$ cat src/rtl/dmem_arbiter_pkg.sv
// Shared types and constants for the data-memory port arbiter.
package dmem_arb_pkg;

    typedef enum logic [0:0] {
        StIdle,
        StWait
    } arb_state_e;

    // Load/store size/sign code, same encoding as the LSU/control unit
    typedef logic [2:0] ldst_op_t;

    // Read data returned on a response timeout
    localparam logic [31:0] TIMEOUT_RDATA = 32'hDEAD_BEEF;

endpackage

$ cat src/rtl/dmem_arbiter_if.sv
// Bundle of requester-side and memory-side signals around the data-memory arbiter.
// The slave modport is the arbiter's view; master is the environment's view.
interface dmem_arbiter_if #(
    parameter int unsigned AW = 32,
    parameter int unsigned DW = 32
);
    logic [1:0]                       req_valid;
    logic [1:0]                       req_ready;
    logic [1:0][AW-1:0]               req_addr;
    logic [1:0][DW-1:0]               req_wdata;
    logic [1:0]                       req_we;
    dmem_arb_pkg::ldst_op_t [1:0]     req_op;
    logic [1:0]                       rsp_valid;
    logic [DW-1:0]                    rsp_rdata;
    logic                             rsp_err;
    logic                             mem_req;
    logic                             mem_gnt;
    logic [AW-1:0]                    mem_addr;
    logic [DW-1:0]                    mem_wdata;
    logic                             mem_we;
    dmem_arb_pkg::ldst_op_t           mem_op;
    logic                             mem_rvalid;
    logic [DW-1:0]                    mem_rdata;
    logic                             spurious;

    modport slave (
        input  req_valid, req_addr, req_wdata, req_we, req_op,
        input  mem_gnt, mem_rvalid, mem_rdata,
        output req_ready, rsp_valid, rsp_rdata, rsp_err,
        output mem_req, mem_addr, mem_wdata, mem_we, mem_op, spurious
    );

    modport master (
        output req_valid, req_addr, req_wdata, req_we, req_op,
        output mem_gnt, mem_rvalid, mem_rdata,
        input  req_ready, rsp_valid, rsp_rdata, rsp_err,
        input  mem_req, mem_addr, mem_wdata, mem_we, mem_op, spurious
    );

endinterface

$ cat src/rtl/dmem_arbiter_rr_arb2.sv
// Two-way round-robin picker: a lone valid port wins; on a tie the port
// that did not win last time wins. Purely combinational.
module rr_arb2 (
    input  logic [1:0] valid_i,
    input  logic       last_grant_i,
    output logic [1:0] grant_o
);

    // One-hot grant from request vector and previous winner
    always_comb begin
        grant_o = 2'b00;
        unique case (valid_i)
            2'b01:   grant_o = 2'b01;
            2'b10:   grant_o = 2'b10;
            2'b11:   grant_o = last_grant_i ? 2'b01 : 2'b10;
            default: grant_o = 2'b00;
        endcase
    end

endmodule

$ cat src/rtl/dmem_arbiter.sv
// Shares the single data-memory port between the core LSU (port 0) and the
// debug/DMA loader (port 1). One transaction outstanding at a time.
// Optional build macro DMEM_ARB_TIMEOUT_EN: bounds the response wait to TIMEOUT
// cycles and returns an error response when it expires.
module dmem_arbiter
    import dmem_arb_pkg::*;
#(
    parameter int unsigned AW      = 32,
    parameter int unsigned DW      = 32,
    parameter int unsigned TIMEOUT = 16
) (
    input  logic           clk_i,
    input  logic           rst_ni,
    dmem_arbiter_if.slave  bus
);

    arb_state_e state_q, state_d;
    logic       owner_q, owner_d;
    logic       last_grant_q, last_grant_d;
    logic [1:0] grant;
    logic       winner;
    logic       do_grant;
    logic       timeout;

    rr_arb2 u_rr_arb2 (
        .valid_i      (bus.req_valid),
        .last_grant_i (last_grant_q),
        .grant_o      (grant)
    );

    assign winner   = grant[1];
    assign do_grant = (state_q == StIdle) && (|bus.req_valid) && bus.mem_gnt;

`ifdef DMEM_ARB_TIMEOUT_EN
    localparam int unsigned CntW = $clog2(TIMEOUT + 1);

    logic [CntW-1:0] cnt_q, cnt_d;

    // Fires on the TIMEOUT-th WAIT cycle
    assign timeout = (state_q == StWait) && (cnt_q == CntW'(TIMEOUT - 1));

    // Wait counter: cleared when entering WAIT, counts every WAIT cycle
    always_comb begin
        cnt_d = cnt_q;
        if (do_grant) begin
            cnt_d = '0;
        end else if (state_q == StWait) begin
            cnt_d = cnt_q + 1'b1;
        end
    end

    // Wait counter register
    always_ff @(posedge clk_i) begin
        if (!rst_ni) begin
            cnt_q <= '0;
        end else begin
            cnt_q <= cnt_d;
        end
    end
`else
    assign timeout = 1'b0;

    // TIMEOUT only matters in the timeout build
    if (TIMEOUT == 0) begin : g_no_timeout
    end
`endif

    // State, owner and round-robin pointer registers
    always_ff @(posedge clk_i) begin
        if (!rst_ni) begin
            state_q      <= StIdle;
            owner_q      <= 1'b0;
            last_grant_q <= 1'b1;
        end else begin
            state_q      <= state_d;
            owner_q      <= owner_d;
            last_grant_q <= last_grant_d;
        end
    end

    // Next-state: grant moves to WAIT, response (or timeout) returns to IDLE
    always_comb begin
        state_d      = state_q;
        owner_d      = owner_q;
        last_grant_d = last_grant_q;
        unique case (state_q)
            StIdle: begin
                if (do_grant) begin
                    state_d      = StWait;
                    owner_d      = winner;
                    last_grant_d = winner;
                end
            end
            StWait: begin
                if (bus.mem_rvalid || timeout) begin
                    state_d = StIdle;
                end
            end
            default: state_d = StIdle;
        endcase
    end

    // Outputs: request mux in IDLE, response routing in WAIT; all quiet in reset
    always_comb begin
        logic [1:0]    req_ready;
        logic [1:0]    rsp_valid;
        logic [DW-1:0] rsp_rdata;
        logic          rsp_err;
        logic          mem_req;
        logic [AW-1:0] mem_addr;
        logic [DW-1:0] mem_wdata;
        logic          mem_we;
        ldst_op_t      mem_op;
        logic          spurious;

        req_ready = 2'b00;
        rsp_valid = 2'b00;
        rsp_rdata = '0;
        rsp_err   = 1'b0;
        mem_req   = 1'b0;
        mem_addr  = '0;
        mem_wdata = '0;
        mem_we    = 1'b0;
        mem_op    = '0;
        spurious  = 1'b0;

        if (rst_ni) begin
            unique case (state_q)
                StIdle: begin
                    if (|bus.req_valid) begin
                        mem_req   = 1'b1;
                        mem_addr  = bus.req_addr[winner];
                        mem_wdata = bus.req_wdata[winner];
                        mem_we    = bus.req_we[winner];
                        mem_op    = bus.req_op[winner];
                        if (bus.mem_gnt) begin
                            req_ready[winner] = 1'b1;
                        end
                    end
                    spurious = bus.mem_rvalid;
                end
                StWait: begin
                    if (bus.mem_rvalid) begin
                        rsp_valid[owner_q] = 1'b1;
                        rsp_rdata          = bus.mem_rdata;
                    end else if (timeout) begin
`ifdef DMEM_ARB_TIMEOUT_EN
                        rsp_valid[owner_q] = 1'b1;
                        rsp_rdata          = DW'(TIMEOUT_RDATA);
                        rsp_err            = 1'b1;
`endif
                    end
                end
                default: ;
            endcase
        end

        bus.req_ready = req_ready;
        bus.rsp_valid = rsp_valid;
        bus.rsp_rdata = rsp_rdata;
        bus.rsp_err   = rsp_err;
        bus.mem_req   = mem_req;
        bus.mem_addr  = mem_addr;
        bus.mem_wdata = mem_wdata;
        bus.mem_we    = mem_we;
        bus.mem_op    = mem_op;
        bus.spurious  = spurious;
    end

endmodule

$ cat src/flat_wrapper.sv
// flat-port wrapper written by rule: the top's interface ports become plain ports
module dmem_arbiter_flat import dmem_arb_pkg::*;
#(
    parameter int unsigned AW      = 32,
    parameter int unsigned DW      = 32,
    parameter int unsigned TIMEOUT = 16
)
  (clk_i, rst_ni, bus_req_valid, bus_req_addr, bus_req_wdata, bus_req_we, bus_req_op, bus_mem_gnt, bus_mem_rvalid, bus_mem_rdata, bus_req_ready, bus_rsp_valid, bus_rsp_rdata, bus_rsp_err, bus_mem_req, bus_mem_addr, bus_mem_wdata, bus_mem_we, bus_mem_op, bus_spurious);
  dmem_arbiter_if #(.AW(AW), .DW(DW)) bus_i ();
  input  logic clk_i;
  input  logic rst_ni;
  input wire logic [$bits(bus_i.req_valid)-1:0] bus_req_valid;
  input wire logic [$bits(bus_i.req_addr)-1:0] bus_req_addr;
  input wire logic [$bits(bus_i.req_wdata)-1:0] bus_req_wdata;
  input wire logic [$bits(bus_i.req_we)-1:0] bus_req_we;
  input wire logic [$bits(bus_i.req_op)-1:0] bus_req_op;
  input wire logic [$bits(bus_i.mem_gnt)-1:0] bus_mem_gnt;
  input wire logic [$bits(bus_i.mem_rvalid)-1:0] bus_mem_rvalid;
  input wire logic [$bits(bus_i.mem_rdata)-1:0] bus_mem_rdata;
  output wire logic [$bits(bus_i.req_ready)-1:0] bus_req_ready;
  output wire logic [$bits(bus_i.rsp_valid)-1:0] bus_rsp_valid;
  output wire logic [$bits(bus_i.rsp_rdata)-1:0] bus_rsp_rdata;
  output wire logic [$bits(bus_i.rsp_err)-1:0] bus_rsp_err;
  output wire logic [$bits(bus_i.mem_req)-1:0] bus_mem_req;
  output wire logic [$bits(bus_i.mem_addr)-1:0] bus_mem_addr;
  output wire logic [$bits(bus_i.mem_wdata)-1:0] bus_mem_wdata;
  output wire logic [$bits(bus_i.mem_we)-1:0] bus_mem_we;
  output wire logic [$bits(bus_i.mem_op)-1:0] bus_mem_op;
  output wire logic [$bits(bus_i.spurious)-1:0] bus_spurious;
  assign bus_i.req_valid = bus_req_valid;
  assign bus_i.req_addr = bus_req_addr;
  assign bus_i.req_wdata = bus_req_wdata;
  assign bus_i.req_we = bus_req_we;
  assign bus_i.req_op = bus_req_op;
  assign bus_i.mem_gnt = bus_mem_gnt;
  assign bus_i.mem_rvalid = bus_mem_rvalid;
  assign bus_i.mem_rdata = bus_mem_rdata;
  assign bus_req_ready = bus_i.req_ready;
  assign bus_rsp_valid = bus_i.rsp_valid;
  assign bus_rsp_rdata = bus_i.rsp_rdata;
  assign bus_rsp_err = bus_i.rsp_err;
  assign bus_mem_req = bus_i.mem_req;
  assign bus_mem_addr = bus_i.mem_addr;
  assign bus_mem_wdata = bus_i.mem_wdata;
  assign bus_mem_we = bus_i.mem_we;
  assign bus_mem_op = bus_i.mem_op;
  assign bus_spurious = bus_i.spurious;
  dmem_arbiter #(.AW(AW), .DW(DW), .TIMEOUT(TIMEOUT)) u_core (.clk_i(clk_i), .rst_ni(rst_ni), .bus(bus_i));
endmodule
$ cat config.mk
export PLATFORM = sky130hd
export DESIGN_NAME = dmem_arbiter_flat
export DESIGN_NICKNAME = d
export VERILOG_FILES = /design/src/rtl/dmem_arbiter_pkg.sv /design/src/rtl/dmem_arbiter_if.sv /design/src/rtl/dmem_arbiter_rr_arb2.sv /design/src/rtl/dmem_arbiter.sv /design/src/flat_wrapper.sv
export SDC_FILE = /design/constraint.sdc
export NUM_CORES = 1
export LEC_CHECK = 0
export BUFFER_PORTS_ARGS = -buffer_cell sky130_fd_sc_hd__buf_2
export CAP_MARGIN = 10
export CORE_AREA = 10 10 100 102
export DETAILED_ROUTE_END_ITERATION = 16
export DIE_AREA = 0 0 110 112
export GPL_TIMING_DRIVEN = 0
export PLACE_DENSITY = 0.69
export SYNTH_ARGS = -nofsm -noshare
export SYNTH_HDL_FRONTEND = slang
export SYNTH_SLANG_ARGS = --single-unit
$ cat constraint.sdc
create_clock -name clk_i -period 1.9 [get_ports clk_i]
set_clock_uncertainty 0.1 [all_clocks]
set_input_delay 0.38 -clock clk_i [delete_from_list [all_inputs] [get_ports clk_i]]
set_output_delay 0.38 -clock clk_i [all_outputs]
set_load 0.02 [all_outputs]
==> flow_summary.json <==
{
  "finalCriticalPeriod_ns": 1.951,
  "hold_viol_final": 0,
  "cp_cell_sequence": "a21bo_1, buf_6, clkbuf_16, buf_6, nand2_1, a21oi_2, buf_4",
  "synth.area.top_cells": "nand2_1 36%, a21oi_1 24%, and2_1 15%",
  "pre_cts_ws_ns": -0.3353,
  "synth_area_um2": 1429,
  "pwr-share-seq_pct": 5.6,
  "yosysTopAreaCell": "nand2_1",
  "pin_count": 281,
  "syn_nets": 463,
  "via_count": 3155,
  "crit_path_max_incr_delay_ns": 0.34,
  "p_sw_uw": 581.3,
  "htree_levels": 1,
  "critPathMaxFanout": 6,
  "cts_made_buffers": 3,
  "total_leakage_power_uw": 0.002176,
  "setup.worst_path.start_class": "flip-flop",
  "fp-row-count": 33,
  "slew_viol_final": 0,
  "die_y_um": 112,
  "clockBufferDepth": 2,
  "cts.sinks": 3,
  "crit_top_cell": "buf_6",
  "clkTransAtPathRegs_ns": 0.03,
  "synth-edff-count": 0,
  "setup_slack_ns": -0.05150,
  "postRouteAntennaNets": 0,
  "p_per_area_nw_per_um2": 333.5,
  "required_ns": 1.42,
  "grt.total_usage_pct": 15.95,
  "portBuffers": 278,
  "via_per_inst": 4.566,
  "irDropWorstVdd_v": 0.0003838,
  "grt_max_degree": 12,
  "synth-seq-area-share_pct": 4.203,
  "synthCells": 289,
  "swShare_pct": 45.15,
  "die_area_um2": 12320,
  "first_pass_iters": 5,
  "utilization_pct": 47.96,
  "clk_latency_ns": 0.22,
  "drt_wl_total_mm": 11.93,
  "p_int_uw": 706.3,
  "comb_power_share_pct": 79.7,
  "die_x_um": 110,
  "dp_hpwl_mm": 9.657,
  "start_util_pct": 17.75,
  "outcome": "finished, violations left",
  "cts_tree": "yes",
  "syn_to_final_growth_pct": 170.2,
  "finalSetupViolations": 28,
  "top_usage_layer": "met2",
  "use_met2_pct": 31.00,
  "coreArea_um2": 8051,
  "hold_buffers": 0,
  "fin_crit_sh_pct": 102.7,
  "worst_path_max_delay_cell": "dfxtp_4",
  "ys_seq_elements": 3,
  "diodes": 0,
  "cp.arrival_ns": 1.47,
  "clockRootBuffer": "clkbuf_8",
  "path_class": "reg2out",
  "wl_per_cell_um": 17.27,
  "antenna_found_initial": 0,
  "grt_util_met3_pct": 6.632,
  "drive_gt1_share_pct": 65.36,
  "place.gp.congestion": 0.9869,
  "worstHoldPathType": "in2reg",
  "yosysUniqueCellTypes": 24,
  "rsz0062_at_grt": "true",
  "maxCapViolCount": 0,
  "violations": "negative setup slack",
  "cp-end-kind": "output port",
  "grt_overflow": 0,
  "max_freq_ghz": 0.5124,
  "synth_top_cell_area_share_pct": 36.25,
  "globalRouteMet1Util_pct": 14.36,
  "drc_errors": 0,
  "synth_flop_cell": "dfxtp_1",
  "grt_pass1_wl_mm": 16.13,
  "ys_async_sr_fraction_pct": 0,
  "nets": 761,
  "grt_pass1_vias": 3272,
  "drt_iter0_drc": 161,
  "clkPwrFrac_pct": 14.7,
  "avgSynthCellArea_um2": 4.944,
  "synth_warnings": 0
}
-- cells by family after synthesis --
kind of cell	count (synthesis)	synth area share, %
compound gates	76	29.16
simple gates	180	54.82
buf+inv	29	11.56
other cells	1	0.2624
flops	3	4.203
-- final timing paths --
kind | from | to | slack (ns) | cells after the start
max reg2reg | u_core.state_q$_SDFF_PN0_ | u_core.state_q$_SDFF_PN0_ | 0.70 | 5
min reg2reg | u_core.owner_q$_SDFFE_PN0P_ | u_core.owner_q$_SDFFE_PN0P_ | 0.46 | 2
min | rst_ni | u_core.last_grant_q$_SDFFE_PN1P_ | 0.30 | 2
max | u_core.last_grant_q$_SDFFE_PN1P_ | bus_mem_op[2] | -0.05 | 7
-- layer usage --
layer	up-vias	part of all wire, %	wire, um
met2	206	53	6322
met4	0	2.8	336
met5	-	0	0
met1	1405	31	3656
li1	1518	-	-
met3	26	14	1618
-- layout by cell type, fill, tap and decap left out --
master,Yosys,layout
o21ai_4,0,1
buf_2,11,213
a21oi_1,68,33
and3_2,0,1
a21boi_0,1,1
nand2_1,138,120
buf_8,0,10
a21oi_4,0,7
and3_1,2,1
a21bo_1,1,1
a21boi_4,1,1
inv_1,2,1
clkbuf_8,0,5
nand3b_1,1,1
nand2_2,0,13
clkbuf_16,0,3
buf_12,0,1
o2111a_1,1,1
nor2b_1,3,3
nand2_4,0,5
clkbuf_2,1,3
buf_4,3,54
a21oi_2,0,28
and2b_2,0,1
a22oi_1,1,1
o211ai_1,1,1
o21ai_0,1,1
dfxtp_2,0,1
dfxtp_1,3,1
and2_1,34,34
nand2b_1,1,1
dfxtp_4,0,1
buf_6,4,34
clkbuf_1,8,1
conb_1,1,1
inv_4,0,1
-- Yosys cell counts, types with 2 or more instances --
master / count
nand2_1: 138
a21oi_1: 68
and2_1: 34
buf_2: 11
clkbuf_1: 8
buf_6: 4
buf_4: 3
dfxtp_1: 3
nor2b_1: 3
and3_1: 2
inv_1: 2
-- critical path: cells and delay by family, from the launching register on --
kind | cells | cell delay (ns)
buf+inv | 4 | 0.56
flops | 1 | 0.34
compound gates | 2 | 0.27
simple gates | 1 | 0.09
-- metrics by stage --
step                      TNS, ns  std cells  cell area [um^2]  hold slack [ns]  power (uW)
after global routing       -3.954        691              3861           0.3236        1365
after global placement     -9.296        672              3027           0.3988       824.7
after CTS                 -0.3470        686              3441           0.3021        1146
after floorplan                 0        289              1504           0.3689       490.7
final                     -0.4377        691              3861           0.2986        1288
after detailed placement   -10.68        672              3027           0.4192       840.6
-- final cells by class --
type,count,area (um^2)
buffer,26,284.0
clock buffer,4,45.04
fill,806,4190
inverter,2,10.01
multi-input combinational,257,1468
sequential,3,65.06
tap,105,131.4
timing repair buffer,294,1858
-- power groups by stage --
stage	clock network (uW)	registers, uW	logic [uW]
after global placement	0	73.7	751
final	189	72.0	1030
after global routing	196	72.6	1100
after detailed placement	0	74.0	767
after floorplan	0	72.7	418
after CTS	189	71.9	885
-- registers in the layout, summed over array words and instances, names as in the netlist --
signal	flops
u_core.last_grant_q	1
u_core.owner_q	1
u_core.state_q	1
-- repair_timing --
action | CTS | global route
pin swaps | 7 | 27
endpoints found under the setup margin | 99 | 94
cloned | 1 | 4
resized for setup | 104 | 101
buffers inserted | 10 | 1
Note: power is estimated with default switching activity, not from simulation.
